File: config.mk
export PLATFORM = sky130hd
export DESIGN_NAME = bp_be_sys_retire_gen_flat
export DESIGN_NICKNAME = d
export VERILOG_FILES = /design/src/rtl/bp_be_sys_retire_gen_if.sv /design/src/rtl/bp_be_sys_retire_gen.sv /design/src/flat_wrapper.sv
export SDC_FILE = /design/constraint.sdc
export NUM_CORES = 1
export LEC_CHECK = 0
export BUFFER_PORTS_ARGS = -buffer_cell sky130_fd_sc_hd__buf_4
export CAP_MARGIN = 20
export CORE_AREA = 2 2 158 160
export CTS_CLUSTER_DIAMETER = 200
export CTS_CLUSTER_SIZE = 28
export DETAILED_ROUTE_END_ITERATION = 10
export DIE_AREA = 0 0 160 162
export GPL_ROUTABILITY_DRIVEN = 0
export GPL_TIMING_DRIVEN = 0
export PLACE_DENSITY = 0.71
export SYNTH_ARGS = -nofsm -noshare
export SYNTH_HDL_FRONTEND = slang
export SYNTH_SLANG_ARGS = --single-unit
File: constraint.sdc
create_clock -name clk_i -period 21.7 [get_ports clk_i]
set_input_delay 1.085 -clock clk_i [delete_from_list [all_inputs] [get_ports clk_i]]
set_output_delay 1.085 -clock clk_i [all_outputs]
set_load 0.03 [all_outputs]
File: src/rtl/bp_be_sys_retire_gen_if.sv
// Dispatch/execute/retire bundle between the backend system pipe and the retire generator.
interface bp_be_sys_retire_gen_if #(
  parameter int vaddr_width_p   = 39,
  parameter int instr_width_p   = 32,
  parameter int dpath_width_p   = 66,
  parameter int exc_width_p     = 16,
  parameter int instret_width_p = 64
) ();
  logic                       dispatch_v_i;
  logic                       dispatch_queue_v_i;
  logic [vaddr_width_p-1:0]   dispatch_pc_i;
  logic [instr_width_p-1:0]   dispatch_instr_i;
  logic [exc_width_p-1:0]     dispatch_exc_i;
  logic [exc_width_p-1:0]     ex1_exc_i;
  logic [exc_width_p-1:0]     ex2_exc_i;
  logic [dpath_width_p-1:0]   ex2_data_i;
  logic                       flush_i;

  logic                       retire_v_o;
  logic                       retire_queue_v_o;
  logic [dpath_width_p-1:0]   retire_data_o;
  logic [exc_width_p-1:0]     retire_exception_o;
  logic [vaddr_width_p-1:0]   retire_pc_o;
  logic [instr_width_p-1:0]   retire_instr_o;
  logic [1:0]                 inflight_o;
  logic                       empty_o;
  logic [instret_width_p-1:0] instret_o;

  modport master (
    output dispatch_v_i, dispatch_queue_v_i, dispatch_pc_i, dispatch_instr_i, dispatch_exc_i,
           ex1_exc_i, ex2_exc_i, ex2_data_i, flush_i,
    input  retire_v_o, retire_queue_v_o, retire_data_o, retire_exception_o, retire_pc_o,
           retire_instr_o, inflight_o, empty_o, instret_o
  );

  modport slave (
    input  dispatch_v_i, dispatch_queue_v_i, dispatch_pc_i, dispatch_instr_i, dispatch_exc_i,
           ex1_exc_i, ex2_exc_i, ex2_data_i, flush_i,
    output retire_v_o, retire_queue_v_o, retire_data_o, retire_exception_o, retire_pc_o,
           retire_instr_o, inflight_o, empty_o, instret_o
  );
endinterface

File: src/rtl/bp_be_sys_retire_gen.sv
// Fixed two-cycle retire generator: tracks dispatched instructions through ex1/ex2,
// accumulates exceptions, squashes younger work on an excepting retire or flush,
// and keeps in-flight / instret counters.
module bp_be_sys_retire_gen #(
  parameter int vaddr_width_p   = 39,
  parameter int instr_width_p   = 32,
  parameter int dpath_width_p   = 66,
  parameter int exc_width_p     = 16,
  parameter int instret_width_p = 64
) (
  input  logic                    clk_i,
  input  logic                    reset_i,
  bp_be_sys_retire_gen_if.slave   io
);

  logic                       s1_v_q, s1_v_d, s1_qv_q, s1_qv_d;
  logic [vaddr_width_p-1:0]   s1_pc_q, s1_pc_d;
  logic [instr_width_p-1:0]   s1_instr_q, s1_instr_d;
  logic [exc_width_p-1:0]     s1_exc_q, s1_exc_d;

  logic                       s2_v_q, s2_v_d, s2_qv_q, s2_qv_d;
  logic [vaddr_width_p-1:0]   s2_pc_q, s2_pc_d;
  logic [instr_width_p-1:0]   s2_instr_q, s2_instr_d;
  logic [exc_width_p-1:0]     s2_exc_q, s2_exc_d;

  logic [instret_width_p-1:0] instret_q, instret_d;

  logic                       kill;
  logic [exc_width_p-1:0]     retire_exc;
  logic                       retire_clean;

  // Retire view of stage 2; all payload gated by s2 valid so stale fields never leak.
  always_comb begin
    retire_exc   = s2_v_q ? (s2_exc_q | io.ex2_exc_i) : '0;
    retire_clean = s2_v_q & ~|retire_exc;
    kill         = io.flush_i | (s2_v_q & |retire_exc);
  end

  // Next-state: advance every cycle; a kill empties both stages and drops the dispatch.
  always_comb begin
    s1_v_d     = io.dispatch_v_i & ~kill;
    s1_qv_d    = io.dispatch_queue_v_i;
    s1_pc_d    = io.dispatch_pc_i;
    s1_instr_d = io.dispatch_instr_i;
    s1_exc_d   = io.dispatch_exc_i;

    s2_v_d     = s1_v_q & ~kill;
    s2_qv_d    = s1_qv_q;
    s2_pc_d    = s1_pc_q;
    s2_instr_d = s1_instr_q;
    s2_exc_d   = s1_exc_q | io.ex1_exc_i;

    instret_d  = retire_clean ? instret_q + instret_width_p'(1) : instret_q;
  end

  // Pipeline and counter registers with asynchronous clear.
  always_ff @(posedge clk_i or posedge reset_i) begin
    if (reset_i) begin
      s1_v_q     <= 1'b0;
      s1_qv_q    <= 1'b0;
      s1_pc_q    <= '0;
      s1_instr_q <= '0;
      s1_exc_q   <= '0;
      s2_v_q     <= 1'b0;
      s2_qv_q    <= 1'b0;
      s2_pc_q    <= '0;
      s2_instr_q <= '0;
      s2_exc_q   <= '0;
      instret_q  <= '0;
    end else begin
      s1_v_q     <= s1_v_d;
      s1_qv_q    <= s1_qv_d;
      s1_pc_q    <= s1_pc_d;
      s1_instr_q <= s1_instr_d;
      s1_exc_q   <= s1_exc_d;
      s2_v_q     <= s2_v_d;
      s2_qv_q    <= s2_qv_d;
      s2_pc_q    <= s2_pc_d;
      s2_instr_q <= s2_instr_d;
      s2_exc_q   <= s2_exc_d;
      instret_q  <= instret_d;
    end
  end

  assign io.retire_v_o         = s2_v_q;
  assign io.retire_queue_v_o   = retire_clean & s2_qv_q;
  assign io.retire_exception_o = retire_exc;
  assign io.retire_data_o      = s2_v_q ? io.ex2_data_i : '0;
  assign io.retire_pc_o        = s2_v_q ? s2_pc_q : '0;
  assign io.retire_instr_o     = s2_v_q ? s2_instr_q : '0;
  assign io.inflight_o         = {1'b0, s1_v_q} + {1'b0, s2_v_q};
  assign io.empty_o            = ~s1_v_q & ~s2_v_q;
  assign io.instret_o          = instret_q;

endmodule

File: src/flat_wrapper.sv
// flat-port wrapper written by rule: the top's interface ports become plain ports
module bp_be_sys_retire_gen_flat 
#(
  parameter int vaddr_width_p   = 39,
  parameter int instr_width_p   = 32,
  parameter int dpath_width_p   = 66,
  parameter int exc_width_p     = 16,
  parameter int instret_width_p = 64
)
  (clk_i, reset_i, io_dispatch_v_i, io_dispatch_queue_v_i, io_dispatch_pc_i, io_dispatch_instr_i, io_dispatch_exc_i, io_ex1_exc_i, io_ex2_exc_i, io_ex2_data_i, io_flush_i, io_retire_v_o, io_retire_queue_v_o, io_retire_data_o, io_retire_exception_o, io_retire_pc_o, io_retire_instr_o, io_inflight_o, io_empty_o, io_instret_o);
  bp_be_sys_retire_gen_if #(.vaddr_width_p(vaddr_width_p), .instr_width_p(instr_width_p), .dpath_width_p(dpath_width_p), .exc_width_p(exc_width_p), .instret_width_p(instret_width_p)) io_i ();
  input  logic clk_i;
  input  logic reset_i;
  input wire logic [$bits(io_i.dispatch_v_i)-1:0] io_dispatch_v_i;
  input wire logic [$bits(io_i.dispatch_queue_v_i)-1:0] io_dispatch_queue_v_i;
  input wire logic [$bits(io_i.dispatch_pc_i)-1:0] io_dispatch_pc_i;
  input wire logic [$bits(io_i.dispatch_instr_i)-1:0] io_dispatch_instr_i;
  input wire logic [$bits(io_i.dispatch_exc_i)-1:0] io_dispatch_exc_i;
  input wire logic [$bits(io_i.ex1_exc_i)-1:0] io_ex1_exc_i;
  input wire logic [$bits(io_i.ex2_exc_i)-1:0] io_ex2_exc_i;
  input wire logic [$bits(io_i.ex2_data_i)-1:0] io_ex2_data_i;
  input wire logic [$bits(io_i.flush_i)-1:0] io_flush_i;
  output wire logic [$bits(io_i.retire_v_o)-1:0] io_retire_v_o;
  output wire logic [$bits(io_i.retire_queue_v_o)-1:0] io_retire_queue_v_o;
  output wire logic [$bits(io_i.retire_data_o)-1:0] io_retire_data_o;
  output wire logic [$bits(io_i.retire_exception_o)-1:0] io_retire_exception_o;
  output wire logic [$bits(io_i.retire_pc_o)-1:0] io_retire_pc_o;
  output wire logic [$bits(io_i.retire_instr_o)-1:0] io_retire_instr_o;
  output wire logic [$bits(io_i.inflight_o)-1:0] io_inflight_o;
  output wire logic [$bits(io_i.empty_o)-1:0] io_empty_o;
  output wire logic [$bits(io_i.instret_o)-1:0] io_instret_o;
  assign io_i.dispatch_v_i = io_dispatch_v_i;
  assign io_i.dispatch_queue_v_i = io_dispatch_queue_v_i;
  assign io_i.dispatch_pc_i = io_dispatch_pc_i;
  assign io_i.dispatch_instr_i = io_dispatch_instr_i;
  assign io_i.dispatch_exc_i = io_dispatch_exc_i;
  assign io_i.ex1_exc_i = io_ex1_exc_i;
  assign io_i.ex2_exc_i = io_ex2_exc_i;
  assign io_i.ex2_data_i = io_ex2_data_i;
  assign io_i.flush_i = io_flush_i;
  assign io_retire_v_o = io_i.retire_v_o;
  assign io_retire_queue_v_o = io_i.retire_queue_v_o;
  assign io_retire_data_o = io_i.retire_data_o;
  assign io_retire_exception_o = io_i.retire_exception_o;
  assign io_retire_pc_o = io_i.retire_pc_o;
  assign io_retire_instr_o = io_i.retire_instr_o;
  assign io_inflight_o = io_i.inflight_o;
  assign io_empty_o = io_i.empty_o;
  assign io_instret_o = io_i.instret_o;
  bp_be_sys_retire_gen #(.vaddr_width_p(vaddr_width_p), .instr_width_p(instr_width_p), .dpath_width_p(dpath_width_p), .exc_width_p(exc_width_p), .instret_width_p(instret_width_p)) u_core (.clk_i(clk_i), .reset_i(reset_i), .io(io_i));
endmodule
# After elaboration in Yosys (flattened, before gate mapping)
# Index checks and enable logic that the tools add are counted.
[totals]
register_bits = 242
inputBits = 190
out_inout_bits = 222
word_cells = 31
[classes]
add_sub_neg = 2
muxes = 4
bitwise_logic = 12
n_reduce_logical = 2
[ops]
columns = ["cell", "count"]
rows = [
  ["$mux 66", 1],
  ["$add 64x1->64 const B", 1],
  ["$mux 39", 1],
  ["$mux 32", 1],
  ["$or 16x16->16", 2],
  ["$mux 16", 1],
  ["$reduce_or 16->1", 1],
  ["$and 1x1->1", 6],
  ["$not 1->1", 3],
  ["$add 1x1->2", 1],
  ["$logic_not 1->1", 1],
  ["$or 1x1->1", 1],
]

# Logic depth before layout (Yosys ltp)
# Gate-level depths: netlist (run 1).
[depth]
word_depth = 7
depth_mapped = 8
depth_no_buf = 6

# Worst setup path after synthesis (run 1)
# OpenSTA, ideal clock, no wires.
[synth_path]
kind = "input-to-output"
startpoint = "input port io_ex2_exc_i[14]"
endpoint = "output port io_retire_queue_v_o"
arrival_time_ns = 2.498
required_time_ns = 20.615
setup_slack_ns = 18.117
cell_stages = 7
path_buffers = 3
path_cell_list = "nor4_1 -> and4_1 -> buf_2 -> and3_1 -> clkbuf_1 -> buf_2 -> and2_1"
[synth_between]
elab_chain_len = 6
[synth_rtl]
columns = ["item", "line", "text"]
rows = [
  ["start, declared", "flat_wrapper.sv:20", "input wire logic [$bits(io_i.ex2_exc_i)-1:0] io_ex2_exc_i;"],
  ["$or 16x16->16", "bp_be_sys_retire_gen.sv:34", "retire_exc = s2_v_q ? (s2_exc_q | io.ex2_exc_i) : '0;"],
  ["$mux 16", "bp_be_sys_retire_gen.sv:34", ""],
  ["$reduce_or 16->1", "bp_be_sys_retire_gen.sv:35", "retire_clean = s2_v_q & ~|retire_exc;"],
  ["$logic_not 1->1", "bp_be_sys_retire_gen.sv:35", ""],
  ["$and 1x1->1", "bp_be_sys_retire_gen.sv:35", ""],
  ["$and 1x1->1", "bp_be_sys_retire_gen.sv:86", "assign io.retire_queue_v_o = retire_clean & s2_qv_q;"],
  ["end, declared", "flat_wrapper.sv:24", "output wire logic [$bits(io_i.retire_queue_v_o)-1:0] io_retire_queue_v_o;"],
]
# No other way between the ends.

# Worst setup path in the final report (run 1)
# Ends and elaborated chain as after synthesis.

==> summary.txt, run 1 <==
Run status
  • Result of the run: finished, final reports clean

Finish
  • Syn-to-layout area delta: 43.5%
  • Layout net count: 1313
  • Final cell utilization of the core: 52.9%
  • Final design instance area without fill: 12700 sq um
  • Final antenna diode count: 0
  • Filler instances: 2120
  • Ratio of cells with drive above 1 in the final layout: 41.2%

Power and ir drop
  • Maximum ir drop on the vdd rail: 0.0741 mV
  • Power consumption: 0.000795 W
  • P per Cell Area: 62.3 nW/um^2
  • Standby leakage power: 6.49 nW

Detailed routing
  • Post-DR wirelength/cell: 17.2 um
  • # DRC: 0
  • Number of search-and-repair iterations in the first detailed-routing pass: 4
  • Vias/cell: 4.58
  • Number of nets with antenna violations after routing: 0
  • Total via count in the routed design: 6609
  • Violation count after the first detailed-routing iteration: 226
  • Total wire length after detailed routing: 24900 um

Critical path
  • R2r worst-path depth: 7
  • Critical Path End Type: output port
  • Stage delay of the slowest cell on the critical path: 450 ps
  • Data arrival time of the worst path: around 3100 ps
  • Slowest cell on the critical path: sky130_fd_sc_hd__nor4_1
  • Category of the most critical setup path: input pin to output port
  • Register-to-register setup slack: 19240 ps
  • Type of origin of the critical path: input pin
  • Cells traversed along the worst timing path: buf_4 > nor4_1 > and4_1 > buf_2 > and3_1 > clkbuf_1 > buf_2 > and2_1 > buf_4
  • Worst-path maximum fanout: 10
  • Worst EP required: roughly 21000 ps

Yosys
  • Number of distinct standard cells referenced by the synthesized netlist: 28
  • Yosys top cell area share: approximately 68%
  • Number of enable-type register cells in the synthesized netlist: 0
  • Commonest cells post-synth: 242 x sky130_fd_sc_hd__dfrtp_1, 140 x sky130_fd_sc_hd__and2_1, 50 x sky130_fd_sc_hd__nor2_1
  • Synthesized net count: 887
  • Mapped Area: 8880 sq um
  • Avg Inst Size Synth: between 10 and 15 sq um
  • Most frequent cell after synthesis: sky130_fd_sc_hd__dfrtp_1
  • Async SR Flop Fraction: 100%
  • Synth area leader: sky130_fd_sc_hd__dfrtp_1
  • Post-synthesis cell count: 694
  • Main synth FF type: sky130_fd_sc_hd__dfrtp_1
  • Number of register bits inferred by synthesis: 242
  • Most area-consuming cells after synthesis: sky130_fd_sc_hd__dfrtp_1 68%, sky130_fd_sc_hd__and2_1 9.9%, sky130_fd_sc_hd__xor2_1 3.2%, sky130_fd_sc_hd__xnor2_1 3.1%, sky130_fd_sc_hd__nor2_1 2.1%
  • Sequential-to-total area share from yosys stat: between 60% and 70%
  • Total of warnings raised by yosys: 0

CTS
  • Inserted Clock Buffers: 12
  • CTS Root Buffer Type: sky130_fd_sc_hd__clkbuf_16
  • Maximum level of the CTS H-tree: 1
  • Clock input transition at the sequential cells of the worst setup and hold paths: 100 ps
  • Worst skew pair latency: roughly 480 ps
  • CTS tree: yes
  • Setup Fix Bufs, Post-CTS: 0
  • CTS Hold Buffers Added: 0
  • Maximum count of clock buffers along a single path: 3
  • Number of clock sinks: 242
  • Post-cts resize count: 0

Place
  • Total of buffers placed on input and output ports: 411
  • Dpl hpwl: between 15000 and 20000 um
  • Total cell area at the placement stage: between 10000 and 15000 sq um

STA
  • Worst hold-check slack: 337 ps
  • Max transition margin: 45.8%
  • Hold violation count in the final report: 0
  • Unrepaired setup endpoints after global routing: false
  • Worst-Margin Slew: 812 ps
  • Share of the cycle needed by the critical path after routing: slightly below 20%
  • Number of max-slew violations in the final report: 0
  • Clock period minus worst slack: 4220 ps
  • Fmax: between 200 and 250 MHz
  • Clock skew after layout: 17.2 ps
  • Final setup vio count: 0
  • Sum of negative setup slack: 0 ps

GRT
  • Aggregate global-route resource usage: approximately a fifth
  • Pin count of the biggest net entering global routing: 125
  • Remaining global-route overflow: 0
  • Initial antenna violation count: 0
  • Vias in the first global route: 6728
  • First-pass GRT wire length: 38400 um

Floorplanning
  • Die span in y: 162 um
  • Number of placed I/O pins: 412
  • Die area: approximately 26000 sq um
  • CORE AREA: around 24000 sq um
  • Initial core utilization: 36.9%
  • Die width: about 160 um
  • Number of cell rows: 57

Min path
  • Worst min path class: register to register
  • Number of cells on the worst hold path: 0

Run
  • Maxcap violations: 0
==> worst max-delay path: cells and delay by family <==
family	cells	cell delay, ps
buffers and inverters	5	1010
AND/OR/NAND/NOR	4	1030
==> per-stage QoR <==
stage,instances,setup slack [ps]
CTS,1444,17330
global placement,1429,11540
global route,1444,17200
floorplan,694,13970
detailed placement,1430,17340
finish,1444,17480
==> report_power, final <==
| part | leakage (nW) | internal, W | switching [W] |
|---|---|---|---|
| combinational | 3.39 | 0.0000370 | 0.0000409 |
| clock | 0.166 | 0.000109 | 0.000136 |
| sequential | 2.94 | 0.000467 | 0.00000456 |
| total | 6.49 | 0.000613 | 0.000181 |
==> area by class of cell <==
type / instances / area (sq um) / area share [%]
flip-flops and latches: 242 / 6060 / 47.5
clock buffers: 13 / 325 / 2.55
multi-input cells: 420 / 2700 / 21.2
plain buffers: 25 / 101 / 0.795
inverters: 7 / 33.8 / 0.265
repair buffers: 412 / 3110 / 24.4
well taps: 324 / 405 / 3.18
clock inverters: 1 / 11.3 / 0.0883
==> layer usage <==
metal  wire length, um  global-route usage [%]  vias to the layer above
met5                 0                       0                        -
met4               603                    4.71                        0
met3              1800                    4.83                       35
met2             12600                    33.3                      252
met1              9840                    23.3                     3202
li1                  -                       -                     3120
==> cell usage in the layout, fill, tap and decap left out, drive strengths merged <==
cell type,instances
and2,140
ha,3
buf,418
nand2,26
xor2,32
nor4,21
nor2,50
nor3,15
inv,7
a21oi,1
clkinv,1
xnor2,31
or3,1
and4,14
dfrtp,242
or2,17
nand2b,1
nand4,31
and3,12
nand3,22
nor3b,2
or4,1
clkbuf,32
==> cells by family (layout without fill, tap and decap cells) <==
group                      Yosys count  after routing  share of synthesized area [%]
buffers and inverters               32            458                           1.44
and+or+nand+nor                    353            353                           23.7
AOI/OAI and AO/OA                    1              1                         0.0563
DFF                                242            242                           68.2
xor gates and xnor gates            63             63                           6.21
adders and majority gates            3              3                          0.423
==> flip-flops by register name, indices dropped and copies added (netlist names), 16 cells and up <==
name and flops:
u_core.io.instret_o 64, u_core.s1_pc_q 39, u_core.s2_pc_q 39, u_core.s1_instr_q 32
u_core.s2_instr_q 32, u_core.s1_exc_q 16, u_core.s2_exc_q 16
==> final timing paths <==
| kind | start | to |
|---|---|---|
| setup / recovery | io_ex2_exc_i[14] | io_retire_queue_v_o |
| setup reg to reg | u_core.io.retire_v_o | u_core.io.instret_o[56] |
| hold reg to reg | u_core.s1_pc_q[28] | u_core.s2_pc_q[28] |
| hold / removal | u_core.s1_pc_q[28] | u_core.s2_pc_q[28] |
| min in group asynchronous | reset_i | u_core.s1_instr_q[17] |
| max in group asynchronous | reset_i | u_core.io.instret_o[57] |
Note: power is estimated with default switching activity, not from simulation.
==> run 2, diff against run 1 <==
ABC_AREA = 1   (was unset)
CORE_AREA = 2 2 162 164   (was 2 2 158 160)
DIE_AREA = 0 0 164 166   (was 0 0 160 162)
PLACE_DENSITY = 0.75   (was 0.71)
clock period = 4.2 ns   (was 21.7 ns; I/O delays follow)
==> summary.txt, run 2 <==
Detailed routing
  • Violation count after the first detailed-routing iteration: 603 (+170%)
  • Number of search-and-repair iterations in the first detailed-routing pass: 5 (+1)
  • Vias/cell: 4.68 (+2.2%)
  • Post-DR wirelength/cell: 17.5 um (+1.4%)
  • Total wire length after detailed routing: 37100 um (+49%)
  • # DRC: 0 (unchanged)
  • Total via count in the routed design: 9919 (+50%)
  • Number of nets with antenna violations after routing: 0 (unchanged)

CTS
  • Maximum level of the CTS H-tree: 1 (unchanged)
  • Clock input transition at the sequential cells of the worst setup and hold paths: 110 ps (about the same)
  • Number of clock sinks: 242 (unchanged)
  • Inserted Clock Buffers: 12 (unchanged)
  • CTS tree: yes
  • Maximum count of clock buffers along a single path: 3 (unchanged)
  • Worst skew pair latency: 480 ps (about the same)
  • CTS Root Buffer Type: sky130_fd_sc_hd__clkbuf_16

Finish
  • Ratio of cells with drive above 1 in the final layout: 26.5% (-15 points)
  • Filler instances: 2154 (+1.6%)
  • Layout net count: 1979 (+51%)
  • Commonest non-fill, non-tap cell in the layout: sky130_fd_sc_hd__nand2_1
  • Leading cell types in the layout, fill and taps excluded: 497 x sky130_fd_sc_hd__nand2_1, 412 x sky130_fd_sc_hd__buf_4, 242 x sky130_fd_sc_hd__dfrtp_1
  • Max FFs per register: 64 (unchanged)
  • Syn-to-layout area delta: 49.0%
  • Final antenna diode count: 0 (unchanged)

Critical path
  • Critical Path End Type: output port
  • Most frequent cell on the critical path: sky130_fd_sc_hd__clkbuf_1
  • Number of buffers and inverters on the critical path: 5 (unchanged)
  • Top delay family on crit path: buffers and inverters
  • Worst EP required: 3990 ps (-16620 ps)
  • Stage delay of the slowest cell on the critical path: 530 ps (+80 ps)
  • Cells traversed along the worst timing path: buf_2 > clkbuf_1 > clkbuf_1 > nand2_1 > inv_1 > buf_4
  • Slowest cell on the critical path: sky130_fd_sc_hd__clkbuf_1
  • Type of origin of the critical path: register
  • Data arrival time of the worst path: 2770 ps (-370 ps)
  • Worst-path maximum fanout: 10 (unchanged)
  • Category of the most critical setup path: register to output port

STA
  • Share of the cycle needed by the critical path after routing: 70.9%
  • Worst-Margin Slew: 845 ps (+32.7 ps)
  • Fmax: roughly 340 MHz
  • Max transition margin: 43.5% (-2.3 points)
  • Final setup vio count: 0 (unchanged)
  • PnR worst setup slack: 1220 ps (-16250 ps)
  • Hold violation count in the final report: 0 (unchanged)
  • Clock skew after layout: 23.0 ps (+5.85 ps)
  • Number of max-slew violations in the final report: 0 (unchanged)
  • Unrepaired setup endpoints after global routing: false
  • Clock period minus worst slack: 2980 ps

Floorplanning
  • Initial core utilization: 40.2% (+3.3 points)
  • CORE AREA: 25600 sq um (+6.3%)
  • Die width: 164 um (+2.5%)
  • Number of cell rows: 59 (+3.5%)
  • Number of placed I/O pins: 412 (unchanged)
  • Die span in y: 166 um (+2.5%)
  • Die area: 27200 sq um (+5.0%)

Yosys
  • Number of distinct standard cells referenced by the synthesized netlist: 24 (-14%)
  • Synth area leader: sky130_fd_sc_hd__dfrtp_1
  • Sequential-to-total area share from yosys stat: 58.8% (-9.3 points)
  • Mapped Area: 10300 sq um (+16%)
  • Async SR Flop Fraction: 100% (unchanged)
  • Commonest cells post-synth: 497 x sky130_fd_sc_hd__nand2_1, 242 x sky130_fd_sc_hd__dfrtp_1, 197 x sky130_fd_sc_hd__inv_1
  • Number of register bits inferred by synthesis: 242 (unchanged)
  • Avg Inst Size Synth: 8.26 sq um (-36%)
  • Most area-consuming cells after synthesis: sky130_fd_sc_hd__dfrtp_1 59%, sky130_fd_sc_hd__nand2_1 18%, sky130_fd_sc_hd__inv_1 7.2%, sky130_fd_sc_hd__nor2_1 4.8%, sky130_fd_sc_hd__xnor2_1 2.4%
  • Post-synthesis cell count: 1247 (+80%)
  • Synthesized net count: 1440 (+62%)
  • Most frequent cell after synthesis: sky130_fd_sc_hd__nand2_1
  • Number of enable-type register cells in the synthesized netlist: 0 (unchanged)
  • Yosys top cell area share: 58.8% (-9.3 points)
  • Main synth FF type: sky130_fd_sc_hd__dfrtp_1
  • Total of warnings raised by yosys: 0 (unchanged)

Power and ir drop
  • Standby leakage power: 8.48 nW (+31%)
  • Power consumption: 0.00556 W (+600%)
  • Maximum ir drop on the vdd rail: 0.337 mV (+360%)
  • P per Cell Area: 363 nW/um^2 (+480%)

GRT
  • Global Route met3 Usage: 6.99% (+2.2 points)
  • M2 GR Usage: 45.9% (+13 points)
  • Aggregate global-route resource usage: 26.9% (+8.1 points)
  • Initial antenna violation count: 4 (+4)
  • First-pass GRT wire length: 56000 um (+46%)
  • Pin count of the biggest net entering global routing: 41 (-67%)
  • Remaining global-route overflow: 0 (unchanged)
  • Met1 Resource Use GR: 32.3% (+9.0 points)
  • Vias in the first global route: 10065 (+50%)
  • Busiest layer in global routing: met2

Place
  • Dpl hpwl: 27400 um (+40%)
  • Pre-CTS setup slack: 1690 ps (-15650 ps)
  • Total of buffers placed on input and output ports: 411 (unchanged)

Run
  • Maxcap violations: 0 (unchanged)

Run status
  • Result of the run: finished, final reports clean

Min path
  • Worst min path class: input pin to register
==> run 2: cell types whose count changed in the layout (fill, tap and decap cells not counted), sizes merged, moves of 29 or more <==
cell / previous run / this run
nand2: 26 / 502
nor2: 50 / 136
and2: 140 / 0
inv: 7 / 199
dlygate4sd3: 0 / 108
xor2: 32 / 3
==> run 2: layer usage <==
layer / vias up / share of wire (%)
met2: 438 / 49
li1: 4752 / -
met1: 4620 / 38
met3: 101 / 8.7
met4: 8 / 4.7
met5: - / 0.15
==> run 2: kinds of logic (layout without fill, tap and decap cells) <==
group / Yosys count / count (layout) / share of synthesized area (%)
AO/OA/AOI/OAI: 27 / 27 / 1.31
XOR/XNOR: 31 / 31 / 2.64
adder cells (fa/ha/maj): 3 / 3 / 0.365
buffers and inverters: 230 / 769 / 8.85
flip-flops: 242 / 242 / 58.8
AND/OR/NAND/NOR: 714 / 714 / 28.0
==> run 2: power breakdown <==
group | internal (W) | leakage [nW] | switching, W | total, W
clock network | 0.000565 | 0.166 | 0.000735 | 0.00130
registers | 0.00243 | 2.95 | 0.0000584 | 0.00249
logic | 0.000622 | 5.37 | 0.00115 | 0.00177
total | 0.00362 | 8.48 | 0.00195 | 0.00556
==> run 2: layout make-up <==
class | count | area (sq um) | share of cell area, %
Multi-Input combinational cell | 775 | 3330 | 21.7
Timing Repair Buffer | 525 | 4290 | 27.9
Inverter | 199 | 753 | 4.91
Tap cell | 335 | 419 | 2.73
Sequential cell | 242 | 6060 | 39.5
Clock buffer | 13 | 325 | 2.12
Clock inverter | 1 | 11.3 | 0.0734
Buffer | 31 | 161 | 1.05
==> run 2: timing repair <==
action / CTS / global route
gates resized for setup: 0 / 0
endpoints found under the hold margin: 142 / 0
hold buffers: 108 / 0
buffers inserted: 0 / 0
==> run 2: final timing paths <==
kind	startpoint	end	slack [ps]	cells after the start
setup / recovery	u_core.io.retire_v_o	io_retire_pc_o[34]	1220	6
hold / removal	io_ex2_exc_i[9]	u_core.io.instret_o[62]	330	9
setup reg to reg	u_core.io.retire_v_o	u_core.s1_v_q	1840	10
hold reg to reg	u_core.s1_pc_q[9]	u_core.s2_pc_q[9]	340	0
max in group asynchronous	reset_i	u_core.s2_pc_q[8]	2590	6
min in group asynchronous	reset_i	u_core.s1_instr_q[18]	440	3
==> run 2: tightest hold or removal path, delay by kind of cell <==
family / cells / cell delay [ps]
AOI/OAI and AO/OA: 1 / 80
buffers and inverters: 1 / 80
and+or+nand+nor: 7 / 430
==> run 2: stage by stage <==
step	cell area, sq um	utilization [%]	TNS [ps]	cells	hold slack (ps)
2_1_floorplan	10300	-	0	1247	241
3_3_place_gp	13800	53.9	-112210	1993	319
3_5_place_dp	13900	54.4	0	1999	320
4_1_cts	15300	59.9	0	2121	326
5_1_grt	15300	59.9	0	2121	350
6_report	15300	59.9	0	2121	333
==> run 3, diff against run 2 <==
ABC_AREA = 0   (was 1)
CORE_AREA = 2 2 158 160   (was 2 2 162 164)
DIE_AREA = 0 0 160 162   (was 0 0 164 166)
PLACE_DENSITY = 0.74   (was 0.75)
clock period = 2.4 ns   (was 4.2 ns; I/O delays follow)
==> summary.txt, run 3 (same netlist as run 1, synthesis figures left out) <==
Place
  • Dpl hpwl: 19700 um (-28%)
  • Pre-CTS setup slack: -154 ps (-1840 ps)
  • Total of buffers placed on input and output ports: 411 (unchanged)

Finish
  • Final cell utilization of the core: 58.1% (-1.8 points)
  • Ratio of cells with drive above 1 in the final layout: 39.6% (+13 points)
  • Commonest non-fill, non-tap cell in the layout: sky130_fd_sc_hd__buf_4
  • Leading cell types in the layout, fill and taps excluded: 412 x sky130_fd_sc_hd__buf_4, 242 x sky130_fd_sc_hd__dfrtp_1, 140 x sky130_fd_sc_hd__and2_1
  • Syn-to-layout area delta: 57.7%
  • Max FFs per register: 64 (unchanged)
  • Filler instances: 1931 (-10%)
  • Layout net count: 1424 (-28%)

Critical path
  • R2r worst-path depth: 7 (-3)
  • Type of origin of the critical path: register
  • Critical Path End Type: output port
  • Worst EP required: 2280 ps (-1710 ps)
  • Data arrival time of the worst path: 2180 ps (-590 ps)
  • Critical register-to-register path startpoint: u_core.io.instret_o[0]
  • Worst-path maximum fanout: 10 (unchanged)
  • Category of the most critical setup path: register to output port
  • Setup crit start: u_core.io.retire_v_o
  • R2R Path End: u_core.io.instret_o[56]
  • Register-to-register setup slack: 200 ps (-1640 ps)

Detailed routing
  • Number of nets with antenna violations after routing: 0 (unchanged)
  • Post-DR wirelength/cell: 17.6 um (+0.57%)
  • Violation count after the first detailed-routing iteration: 274 (-55%)
  • Total wire length after detailed routing: 27400 um (-26%)
  • Total via count in the routed design: 7221 (-27%)
  • Vias/cell: 4.64 (-0.83%)
  • Number of search-and-repair iterations in the first detailed-routing pass: 6 (+1)
  • # DRC: 0 (unchanged)

Run
  • Maxcap violations: 0 (unchanged)

Min path
  • Worst min-delay path startpoint: io_dispatch_pc_i[7]
  • Number of cells on the worst hold path: 2 (-7)
  • Worst min path class: input pin to register
  • Endpoint, Worst Hold: u_core.s1_pc_q[7]

Floorplanning
  • Number of cell rows: 57 (-3.4%)
  • Die span in y: 162 um (-2.4%)
  • CORE AREA: 24100 sq um (-5.9%)
  • Number of placed I/O pins: 412 (unchanged)
  • Initial core utilization: 36.9% (-3.3 points)
  • Die area: 25900 sq um (-4.8%)
  • Die width: 160 um (-2.4%)

Power and ir drop
  • Standby leakage power: 7.03 nW (-17%)
  • Power consumption: 0.00737 W (+32%)
  • P per Cell Area: 526 nW/um^2 (+45%)
  • Maximum ir drop on the vdd rail: 0.580 mV (+72%)

CTS
  • Maximum level of the CTS H-tree: 1 (unchanged)
  • CTS Root Buffer Type: sky130_fd_sc_hd__clkbuf_16
  • Clock input transition at the sequential cells of the worst setup and hold paths: 110 ps (about the same)
  • Worst skew pair latency: 490 ps (about the same)
  • Maximum count of clock buffers along a single path: 3 (unchanged)
  • Inserted Clock Buffers: 12 (unchanged)
  • Number of clock sinks: 242 (unchanged)
  • CTS tree: yes

STA
  • Number of max-slew violations in the final report: 0 (unchanged)
  • Fmax: 435 MHz
  • Sum of negative setup slack: 0 ps (unchanged)
  • Clock skew after layout: 17.8 ps (-5.22 ps)
  • Clock period minus worst slack: 2300 ps
  • Hold violation count in the final report: 0 (unchanged)
  • Worst-Margin Slew: 875 ps (+29.9 ps)
  • Final setup vio count: 0 (unchanged)
  • PnR worst setup slack: 104 ps (-1120 ps)
  • Unrepaired setup endpoints after global routing: true
  • Max transition margin: 41.6% (-2.0 points)
  • Share of the cycle needed by the critical path after routing: 95.7%
  • Worst hold-check slack: 272 ps (-61.5 ps)

GRT
  • Aggregate global-route resource usage: 20.8% (-6.1 points)
  • Vias in the first global route: 7566 (-25%)
  • Remaining global-route overflow: 0 (unchanged)
  • First-pass GRT wire length: 42400 um (-24%)
  • Initial antenna violation count: 3 (-1)
  • Pin count of the biggest net entering global routing: 44 (+7.3%)

Run status
  • Result of the run: finished, final reports clean
-- run 3: cell count changes in the layout (fill, tap and decap cells not counted), moves of 10 or more --
| cell | delta |
|---|---|
| sky130_fd_sc_hd__and2_1 | +140 |
| sky130_fd_sc_hd__and3_1 | +10 |
| sky130_fd_sc_hd__and4_1 | +12 |
| sky130_fd_sc_hd__clkbuf_1 | -11 |
| sky130_fd_sc_hd__clkbuf_2 | +10 |
| sky130_fd_sc_hd__inv_1 | -191 |
| sky130_fd_sc_hd__nand2_1 | -471 |
| sky130_fd_sc_hd__nor2_1 | -81 |
| sky130_fd_sc_hd__nor3_1 | +14 |
| sky130_fd_sc_hd__nor4_1 | +12 |
| sky130_fd_sc_hd__o21ai_1 | -24 |
| sky130_fd_sc_hd__xor2_1 | +29 |
-- run 3: worst max path at each step --
| stage | to |
|---|---|
| floorplan | u_core.io.instret_o[0] |
| global placement | u_core.io.instret_o[29] |
| detailed placement | io_retire_queue_v_o |
| CTS | io_retire_queue_v_o |
| global route | io_retire_instr_o[11] |
| finish | io_retire_data_o[3] |
-- run 3: report_power, final --
group          internal (W)  leakage [nW]  switching, W
combinational      0.000465          3.93      0.000424
sequential          0.00422          2.94     0.0000511
clock              0.000933         0.161       0.00127
total               0.00562          7.03       0.00175
-- run 3: layout make-up --
type	instances	area (sq um)	share of cell area, %
diodes	2	5.00	0.0357
plain buffers	23	125	0.893
clock buffers	12	300	2.14
clock inverters	2	27.5	0.196
inverters	7	32.5	0.232
multi-input cells	420	2780	19.9
flip-flops and latches	242	6060	43.2
well taps	324	405	2.89
repair buffers	525	4280	30.5
-- run 3: through the flow --
stage | area (sq um) | std cells
after floorplan | 8890 | 694
final | 14000 | 1557
after global placement | 12400 | 1429
after global routing | 14000 | 1556
after detailed placement | 12500 | 1434
after CTS | 14000 | 1556
-- run 3: layer usage --
layer	vias to the layer above	global-route usage [%]	share of wire, %
met5	-	0	0.037
met1	3543	26.0	40
li1	3357	-	-
met4	2	5.00	2.0
met2	279	37.0	51
met3	40	4.75	7.2
-- run 3: repair_timing --
action                                 CTS  global route
gates resized for setup                 21            28
setup endpoints to repair              130            86
buffers inserted                         2             0
endpoints found under the hold margin  145             0
pin swaps                                3             3
hold buffers                           107             0
-- run 3: worst max-delay path, stage by stage (launching register included) --
cell	delay (ps)
sky130_fd_sc_hd__dfrtp_1	420
sky130_fd_sc_hd__buf_2	290
sky130_fd_sc_hd__clkbuf_4	300
sky130_fd_sc_hd__buf_1	310
sky130_fd_sc_hd__and2_1	210
sky130_fd_sc_hd__buf_4	160
